[config.mk]
export PLATFORM = sky130hd
export DESIGN_NAME = hwpe_color_conv_ctrl_flat
export DESIGN_NICKNAME = d
export VERILOG_FILES = /design/src/rtl/hwpe_color_conv_ctrl_if.sv /design/src/rtl/hwpe_color_conv_ctrl.sv /design/src/flat_wrapper.sv
export SDC_FILE = /design/constraint.sdc
export NUM_CORES = 1
export LEC_CHECK = 0
export ABC_AREA = 1
export CAP_MARGIN = 10
export CORE_ASPECT_RATIO = 1.2
export CORE_MARGIN = 5
export CORE_UTILIZATION = 45
export DETAILED_ROUTE_END_ITERATION = 10
export PLACE_DENSITY = 0.91
export SLEW_MARGIN = 20
export SYNTH_ARGS = -nofsm -noshare
export SYNTH_HDL_FRONTEND = slang
export SYNTH_SLANG_ARGS = --single-unit
export TNS_END_PERCENT = 20
[constraint.sdc]
create_clock -name clk -period 2.8 [get_ports clk]
set_clock_uncertainty 0.15 [all_clocks]
set_input_delay 0.42 -clock clk [delete_from_list [all_inputs] [get_ports clk]]
set_output_delay 0.42 -clock clk [all_outputs]
set_load 0.01 [all_outputs]
[src/rtl/hwpe_color_conv_ctrl_if.sv]
`default_nettype none
// ----------------------------------------------------------------------------
// hwpe_color_conv_ctrl_if : job/command/stream-status bundle of the controller
// Revision 1.0
// ----------------------------------------------------------------------------
interface hwpe_color_conv_ctrl_if #(
  parameter int STREAM_WIDTH = 96,
  parameter int ADDR_WIDTH   = 32,
  parameter int NPIX_WIDTH   = 16
) ();
  logic                      start_i;
  logic [NPIX_WIDTH-1:0]     nb_pixels_i;
  logic [ADDR_WIDTH-1:0]     src_addr_i;
  logic [ADDR_WIDTH-1:0]     dst_addr_i;
  logic                      src_req_valid_o;
  logic                      src_req_ready_i;
  logic                      dst_req_valid_o;
  logic                      dst_req_ready_i;
  logic [ADDR_WIDTH-1:0]     src_req_addr_o;
  logic [ADDR_WIDTH-1:0]     dst_req_addr_o;
  logic [NPIX_WIDTH-1:0]     req_len_o;
  logic                      out_fire_i;
  logic                      dst_done_i;
  logic [STREAM_WIDTH/8-1:0] out_strb_o;
  logic                      busy_o;
  logic                      done_evt_o;

  modport master (
    input  start_i, nb_pixels_i, src_addr_i, dst_addr_i,
    input  src_req_ready_i, dst_req_ready_i, out_fire_i, dst_done_i,
    output src_req_valid_o, dst_req_valid_o, src_req_addr_o, dst_req_addr_o,
    output req_len_o, out_strb_o, busy_o, done_evt_o
  );

  modport slave (
    output start_i, nb_pixels_i, src_addr_i, dst_addr_i,
    output src_req_ready_i, dst_req_ready_i, out_fire_i, dst_done_i,
    input  src_req_valid_o, dst_req_valid_o, src_req_addr_o, dst_req_addr_o,
    input  req_len_o, out_strb_o, busy_o, done_evt_o
  );
endinterface
`default_nettype wire

[src/rtl/hwpe_color_conv_ctrl.sv]
`default_nettype none
// ----------------------------------------------------------------------------
// hwpe_color_conv_ctrl : job controller for the RGB->YCbCr HWPE datapath
// Revision 1.0
// ----------------------------------------------------------------------------
module hwpe_color_conv_ctrl #(
  parameter int STREAM_WIDTH = 96,
  parameter int ADDR_WIDTH   = 32,
  parameter int NPIX_WIDTH   = 16
) (
  input  logic                   clk,
  input  logic                   rst_n,
  input  logic                   clear,
  hwpe_color_conv_ctrl_if.master ctrl
);
  localparam int PPB        = STREAM_WIDTH / 24;
  localparam int STRB_WIDTH = STREAM_WIDTH / 8;

  localparam logic [2:0] IDLE  = 3'd0;
  localparam logic [2:0] CMD   = 3'd1;
  localparam logic [2:0] RUN   = 3'd2;
  localparam logic [2:0] DRAIN = 3'd3;
  localparam logic [2:0] DONE  = 3'd4;

  localparam logic [NPIX_WIDTH:0]   PPB_EXT = (NPIX_WIDTH+1)'(PPB);
  localparam logic [NPIX_WIDTH:0]   PPB_M1  = (NPIX_WIDTH+1)'(PPB - 1);
  localparam logic [NPIX_WIDTH-1:0] PPB_N   = NPIX_WIDTH'(PPB);
  localparam logic [NPIX_WIDTH-1:0] ONE     = NPIX_WIDTH'(1);

  logic [2:0]            state;
  logic [NPIX_WIDTH-1:0] beat_cnt;
  logic [NPIX_WIDTH-1:0] nb_beats;
  logic [NPIX_WIDTH-1:0] rem;
  logic [ADDR_WIDTH-1:0] src_addr;
  logic [ADDR_WIDTH-1:0] dst_addr;
  logic                  src_pend;
  logic                  dst_pend;

  // One extra bit so the ceiling add cannot wrap at the maximum pixel count.
  logic [NPIX_WIDTH:0]   nb_ceil;
  logic [NPIX_WIDTH-1:0] nb_rem;
  logic                  unused_nb_msb;
  logic                  src_hs;
  logic                  dst_hs;
  logic                  last_beat;
  logic                  partial;
  logic [NPIX_WIDTH+1:0] shamt;

  assign nb_ceil       = ({1'b0, ctrl.nb_pixels_i} + PPB_M1) / PPB_EXT;
  assign nb_rem        = ctrl.nb_pixels_i % PPB_N;
  assign unused_nb_msb = nb_ceil[NPIX_WIDTH];

  assign src_hs    = src_pend & ctrl.src_req_ready_i;
  assign dst_hs    = dst_pend & ctrl.dst_req_ready_i;
  assign last_beat = (beat_cnt == nb_beats - ONE);

  always_ff @(posedge clk) begin
    if (!rst_n || clear) begin
      state    <= IDLE;
      beat_cnt <= '0;
      nb_beats <= '0;
      rem      <= '0;
      src_addr <= '0;
      dst_addr <= '0;
      src_pend <= 1'b0;
      dst_pend <= 1'b0;
    end else begin
      case (state)
        IDLE: begin
          if (ctrl.start_i) begin
            src_addr <= ctrl.src_addr_i;
            dst_addr <= ctrl.dst_addr_i;
            nb_beats <= nb_ceil[NPIX_WIDTH-1:0];
            rem      <= nb_rem;
            if (ctrl.nb_pixels_i != '0) begin
              src_pend <= 1'b1;
              dst_pend <= 1'b1;
              state    <= CMD;
            end else begin
              state    <= DONE;
            end
          end
        end
        CMD: begin
          // Each command side retires on its own handshake.
          if (src_hs) src_pend <= 1'b0;
          if (dst_hs) dst_pend <= 1'b0;
          if ((!src_pend || src_hs) && (!dst_pend || dst_hs)) state <= RUN;
        end
        RUN: begin
          if (ctrl.out_fire_i) begin
            if (last_beat) begin
              beat_cnt <= '0;
              state    <= ctrl.dst_done_i ? DONE : DRAIN;
            end else begin
              beat_cnt <= beat_cnt + ONE;
            end
          end
        end
        DRAIN: begin
          if (ctrl.dst_done_i) state <= DONE;
        end
        DONE:    state <= IDLE;
        default: state <= IDLE;
      endcase
    end
  end

  // Three strobe bytes per pixel on the partial last beat.
  assign shamt   = {2'b00, rem} + {1'b0, rem, 1'b0};
  assign partial = (state == RUN) && last_beat && (rem != '0);

  assign ctrl.out_strb_o      = partial ? ~({STRB_WIDTH{1'b1}} << shamt) : {STRB_WIDTH{1'b1}};
  assign ctrl.src_req_valid_o = src_pend;
  assign ctrl.dst_req_valid_o = dst_pend;
  assign ctrl.src_req_addr_o  = src_addr;
  assign ctrl.dst_req_addr_o  = dst_addr;
  assign ctrl.req_len_o       = nb_beats;
  assign ctrl.busy_o          = (state != IDLE);
  assign ctrl.done_evt_o      = (state == DONE);
endmodule
`default_nettype wire

[src/flat_wrapper.sv]
// flat-port wrapper written by rule: the top's interface ports become plain ports
module hwpe_color_conv_ctrl_flat 
#(
  parameter int STREAM_WIDTH = 96,
  parameter int ADDR_WIDTH   = 32,
  parameter int NPIX_WIDTH   = 16
)
  (clk, rst_n, clear, ctrl_start_i, ctrl_nb_pixels_i, ctrl_src_addr_i, ctrl_dst_addr_i, ctrl_src_req_ready_i, ctrl_dst_req_ready_i, ctrl_out_fire_i, ctrl_dst_done_i, ctrl_src_req_valid_o, ctrl_dst_req_valid_o, ctrl_src_req_addr_o, ctrl_dst_req_addr_o, ctrl_req_len_o, ctrl_out_strb_o, ctrl_busy_o, ctrl_done_evt_o);
  hwpe_color_conv_ctrl_if #(.STREAM_WIDTH(STREAM_WIDTH), .ADDR_WIDTH(ADDR_WIDTH), .NPIX_WIDTH(NPIX_WIDTH)) ctrl_i ();
  input  logic clk;
  input  logic rst_n;
  input  logic clear;
  input wire logic [$bits(ctrl_i.start_i)-1:0] ctrl_start_i;
  input wire logic [$bits(ctrl_i.nb_pixels_i)-1:0] ctrl_nb_pixels_i;
  input wire logic [$bits(ctrl_i.src_addr_i)-1:0] ctrl_src_addr_i;
  input wire logic [$bits(ctrl_i.dst_addr_i)-1:0] ctrl_dst_addr_i;
  input wire logic [$bits(ctrl_i.src_req_ready_i)-1:0] ctrl_src_req_ready_i;
  input wire logic [$bits(ctrl_i.dst_req_ready_i)-1:0] ctrl_dst_req_ready_i;
  input wire logic [$bits(ctrl_i.out_fire_i)-1:0] ctrl_out_fire_i;
  input wire logic [$bits(ctrl_i.dst_done_i)-1:0] ctrl_dst_done_i;
  output wire logic [$bits(ctrl_i.src_req_valid_o)-1:0] ctrl_src_req_valid_o;
  output wire logic [$bits(ctrl_i.dst_req_valid_o)-1:0] ctrl_dst_req_valid_o;
  output wire logic [$bits(ctrl_i.src_req_addr_o)-1:0] ctrl_src_req_addr_o;
  output wire logic [$bits(ctrl_i.dst_req_addr_o)-1:0] ctrl_dst_req_addr_o;
  output wire logic [$bits(ctrl_i.req_len_o)-1:0] ctrl_req_len_o;
  output wire logic [$bits(ctrl_i.out_strb_o)-1:0] ctrl_out_strb_o;
  output wire logic [$bits(ctrl_i.busy_o)-1:0] ctrl_busy_o;
  output wire logic [$bits(ctrl_i.done_evt_o)-1:0] ctrl_done_evt_o;
  assign ctrl_i.start_i = ctrl_start_i;
  assign ctrl_i.nb_pixels_i = ctrl_nb_pixels_i;
  assign ctrl_i.src_addr_i = ctrl_src_addr_i;
  assign ctrl_i.dst_addr_i = ctrl_dst_addr_i;
  assign ctrl_i.src_req_ready_i = ctrl_src_req_ready_i;
  assign ctrl_i.dst_req_ready_i = ctrl_dst_req_ready_i;
  assign ctrl_i.out_fire_i = ctrl_out_fire_i;
  assign ctrl_i.dst_done_i = ctrl_dst_done_i;
  assign ctrl_src_req_valid_o = ctrl_i.src_req_valid_o;
  assign ctrl_dst_req_valid_o = ctrl_i.dst_req_valid_o;
  assign ctrl_src_req_addr_o = ctrl_i.src_req_addr_o;
  assign ctrl_dst_req_addr_o = ctrl_i.dst_req_addr_o;
  assign ctrl_req_len_o = ctrl_i.req_len_o;
  assign ctrl_out_strb_o = ctrl_i.out_strb_o;
  assign ctrl_busy_o = ctrl_i.busy_o;
  assign ctrl_done_evt_o = ctrl_i.done_evt_o;
  hwpe_color_conv_ctrl #(.STREAM_WIDTH(STREAM_WIDTH), .ADDR_WIDTH(ADDR_WIDTH), .NPIX_WIDTH(NPIX_WIDTH)) u_core (.clk(clk), .rst_n(rst_n), .clear(clear), .ctrl(ctrl_i));
endmodule
==> results of run 1 <==
==> Yosys cell counts (3+ instances only) <==
cell / n / share of area
a21oi_1: 84 / 0.084
buf_2: 4 / 0.0040
buf_4: 8 / 0.012
clkbuf_1: 21 / 0.016
dfxtp_1: 102 / 0.41
inv_1: 57 / 0.043
inv_2: 6 / 0.0045
nand2_1: 219 / 0.16
nand2_2: 11 / 0.014
nand2_4: 4 / 0.0090
nand3_1: 22 / 0.022
nand3b_1: 3 / 0.0045
nand4_1: 6 / 0.0075
nor2_1: 47 / 0.035
nor2_2: 9 / 0.011
nor2_4: 7 / 0.016
nor3_1: 9 / 0.0090
nor4_1: 5 / 0.0062
o211ai_1: 6 / 0.0090
o21ai_0: 30 / 0.030
or2_1: 3 / 0.0037
or2_2: 5 / 0.0062
xnor2_1: 10 / 0.017
xor2_1: 11 / 0.019
==> per-stage QoR <==
| stage | worst slack (ns) | area [sq um] |
|---|---|---|
| floorplan | 0.1746 | 5034 |
| global placement | -0.02985 | 7004 |
| detailed placement | -0.07208 | 7004 |
| CTS | -0.1042 | 7368 |
| global route | -0.09137 | 7406 |
| finish | 0.01333 | 7406 |
==> worst max-delay path: stages (launching register included) <==
cell	delay [ns]
dfxtp_2	0.34
buf_6	0.13
nor2_4	0.11
nand2_4	0.11
nor2_8	0.14
nand3_1	0.08
nand2_1	0.11
nand4_1	0.14
nor2_4	0.19
o2111ai_4	0.13
or2_1	0.24
buf_2	0.14
==> area by class of cell <==
cell class,count,area [sq um]
Fill cell,825,3577
Sequential cell,102,2053
Tap cell,132,165.2
Clock inverter,5,57.56
Inverter,64,241.5
Timing Repair Buffer,205,1958
Clock buffer,10,239.0
Multi-Input combinational cell,518,2691
==> cells in the final DEF (no fill, tap or decap), drive strengths merged <==
cell type        n
clkinv           4
dfxtp          102
buf             29
conb             4
nand4            7
ha               2
a21oi           84
o21ai           31
xor2            12
nor4             5
mux2i            1
nand3b           3
nor3            11
nand3           24
and2             1
o21bai           2
xnor2           10
clkbuf          16
or2             10
o2111ai          2
o22ai            1
o211ai           6
bufinv           1
inv             64
nor3b            1
o31ai            1
clkdlybuf4s50  170
nand2          234
a31oi            2
nor2            64
==> worst min-delay path by stage <==
stage,from,endpoint,slack (ns)
after floorplan,u_core.rem[0],u_core.rem[0],0.32
after global placement,u_core.ctrl.dst_req_addr_o[2],u_core.ctrl.dst_req_addr_o[2],0.30
after detailed placement,u_core.ctrl.src_req_addr_o[11],u_core.ctrl.src_req_addr_o[11],0.30
after CTS,u_core.ctrl.src_req_addr_o[11],u_core.ctrl.src_req_addr_o[11],0.31
after global routing,u_core.ctrl.src_req_addr_o[15],u_core.ctrl.src_req_addr_o[15],0.33
final,u_core.ctrl.dst_req_addr_o[8],u_core.ctrl.dst_req_addr_o[8],0.31
==> cells by family (layout without fill, tap and decap cells) <==
group	Yosys count	after routing
AOI/OAI and AO/OA	129	129
xor gates and xnor gates	22	22
adders and majority gates	2	2
buffers and inverters	98	284
DFF	102	102
muxes	1	1
other	2	4
and+or+nand+nor	360	360
==> flip-flops by register name, indices dropped and copies added (netlist names) <==
signal,count
u_core.state,3
u_core.ctrl.dst_req_addr_o,32
u_core.ctrl.src_req_valid_o,1
u_core.ctrl.src_req_addr_o,32
u_core.rem,2
u_core.ctrl.req_len_o,15
u_core.ctrl.dst_req_valid_o,1
u_core.beat_cnt,16
==> routing by layer <==
| layer | routed length, microns | track usage |
|---|---|---|
| met1 | 5502 | 0.2354 |
| met2 | 8082 | 0.4219 |
| met3 | 1707 | 0.1003 |
| met4 | 376 | 0.07524 |
| met5 | 0 | 0 |
==> power by group through the flow <==
stage	Combinational [mW]	Clock (mW)	Sequential (mW)
2_1_floorplan	0.397	0	1.59
3_3_place_gp	0.750	0	1.57
3_5_place_dp	0.762	0	1.58
4_1_cts	0.784	1.27	1.55
5_1_grt	0.876	1.33	1.55
6_report	0.799	1.26	1.55
==> repair_timing <==
action,4_1_cts,5_1_grt
setup buffers,1,3
setup endpoints to repair,9,9
hold buffers,0,0
resized for setup,39,26
pin swaps,9,10
==> flow_metrics.tcl, run 1 <==
set metrics [dict create \
    min_path_cells 2 \
    drt-total-wl_mm 15.67 \
    stdcell_count 1036 \
    grt_pass1_vias 5244 \
    synth-seq-cells 102 \
    rsz0062_at_grt "true" \
    synthAdderAreaFrac 0.004979 \
    p_sw_mw 1.015 \
    insertedDiodeCount 0 \
    gp_congestion 0.9255 \
    cts-root-buf "clkbuf_16" \
    cp.required_ns 2.23 \
    power_density_nw_per_um2 486.7 \
    die_w_microns 106.5 \
    slew_headroom 0.5034 \
    status "completed" \
    critical_path.max_fanout 4 \
    dpl.hpwl_mm 11.67 \
    antenna_found_initial 0 \
    die_area_sq_um 13390 \
    synth_warnings 0 \
    r2r_start "u_core.ctrl.req_len_o[3]" \
    cts_tree "yes" \
    crit_arrival_ns 2.22 \
    comb_power_share 0.222 \
    end_kind "output port" \
    drive_gt1_frac 0.1416 \
    worstSkewPairLatency_ns 0.34 \
    report.final.setup_viol 0 \
    core_area_sq_um 10980 \
    initial_core_util 0.4576 \
    ir_worst_vdd_v 0.0003851 \
    drtIter0Drc 240 \
    p_total_mw 3.604 \
    fin_util 0.6743 \
    hold_ws_ns 0.3140 \
    critPathKind "reg2out" \
    drv_cap 0 \
    drt-pass1-iter-count 5 \
    postRouteAntennaNets 0 \
    synth.area.mux_share 0.001992 \
    startpoint "u_core.ctrl.req_len_o[3]" \
    finalSetupTns_ns 0 \
    reg2reg_slack_ns 0.52 \
    cts.sinks 102 \
    synth_edf_count 0 \
    ys_seq_area_frac 0.4063 \
    worstMarginPinSlew_ns 0.7449 \
    synth_compound_area_frac 0.1364 \
    swShare 0.2816 \
    drc_errors 0 \
    rr_endpoint "u_core.beat_cnt[13]" \
    clkSlewWorstSetupHoldPaths_ns 0.07 \
    overflow 0 \
    fmax_ghz 0.3589 \
    synth_top_family_by_area "simple AND/OR/NAND/NOR gates" \
    p_int_mw 2.589 \
    synth_ff_type "dfxtp_1" \
    grt_max_degree 76 \
    yosysUniqueCellTypes 44 \
    hold_violations 0 \
    portBuffers 179 \
    numCtsBuffers 9 \
    clockBufferDepth 2 \
    die_h_microns 125.8 \
    detail_route.wl_per_cell_microns 15.12 \
    htreeDepth 3 \
    crit_end "ctrl_out_strb_o[5]" \
    worst_hold_path_type "reg2reg" \
    seqPwrFrac 0.429 \
    setup.worst_path.start_class "flop" \
    nNetsFinal 990 \
    synth_xor_area_frac 0.03983 \
    num_vias 5205 \
    synth_cells 716 \
    drt-vias-per-instance 5.024 \
    numPlacedInstances 1017 \
    fin_crit_ns 2.787 \
    clockPowerShare 0.349 \
    syn2layout_area_growth_pct 47.35 \
    power_leakage_nw 2.981 \
    slew_viol_final 0 \
    async_flop_share 0 \
    pin_count 184 \
    synth.cell_area_sq_um 5026 \
    grt_pass1_wl_mm 25.07 \
    avgSynthCellArea_sq_um 7.020 \
    synthSimpleGateAreaFrac 0.3279 \
    r2r.worst_path.cells 14 \
    rows 42 \
    grt_use_total 0.2312 \
    fin_crit_sh 0.9952 \
]
No activity file was read; power rests on OpenSTA's default activity.
==> inputs of run 2 (changes only) <==
SLEW_MARGIN = 25   (was 20)
==> results of run 2 <==
Final layout, timing and power as in run 1 (identical DEF).
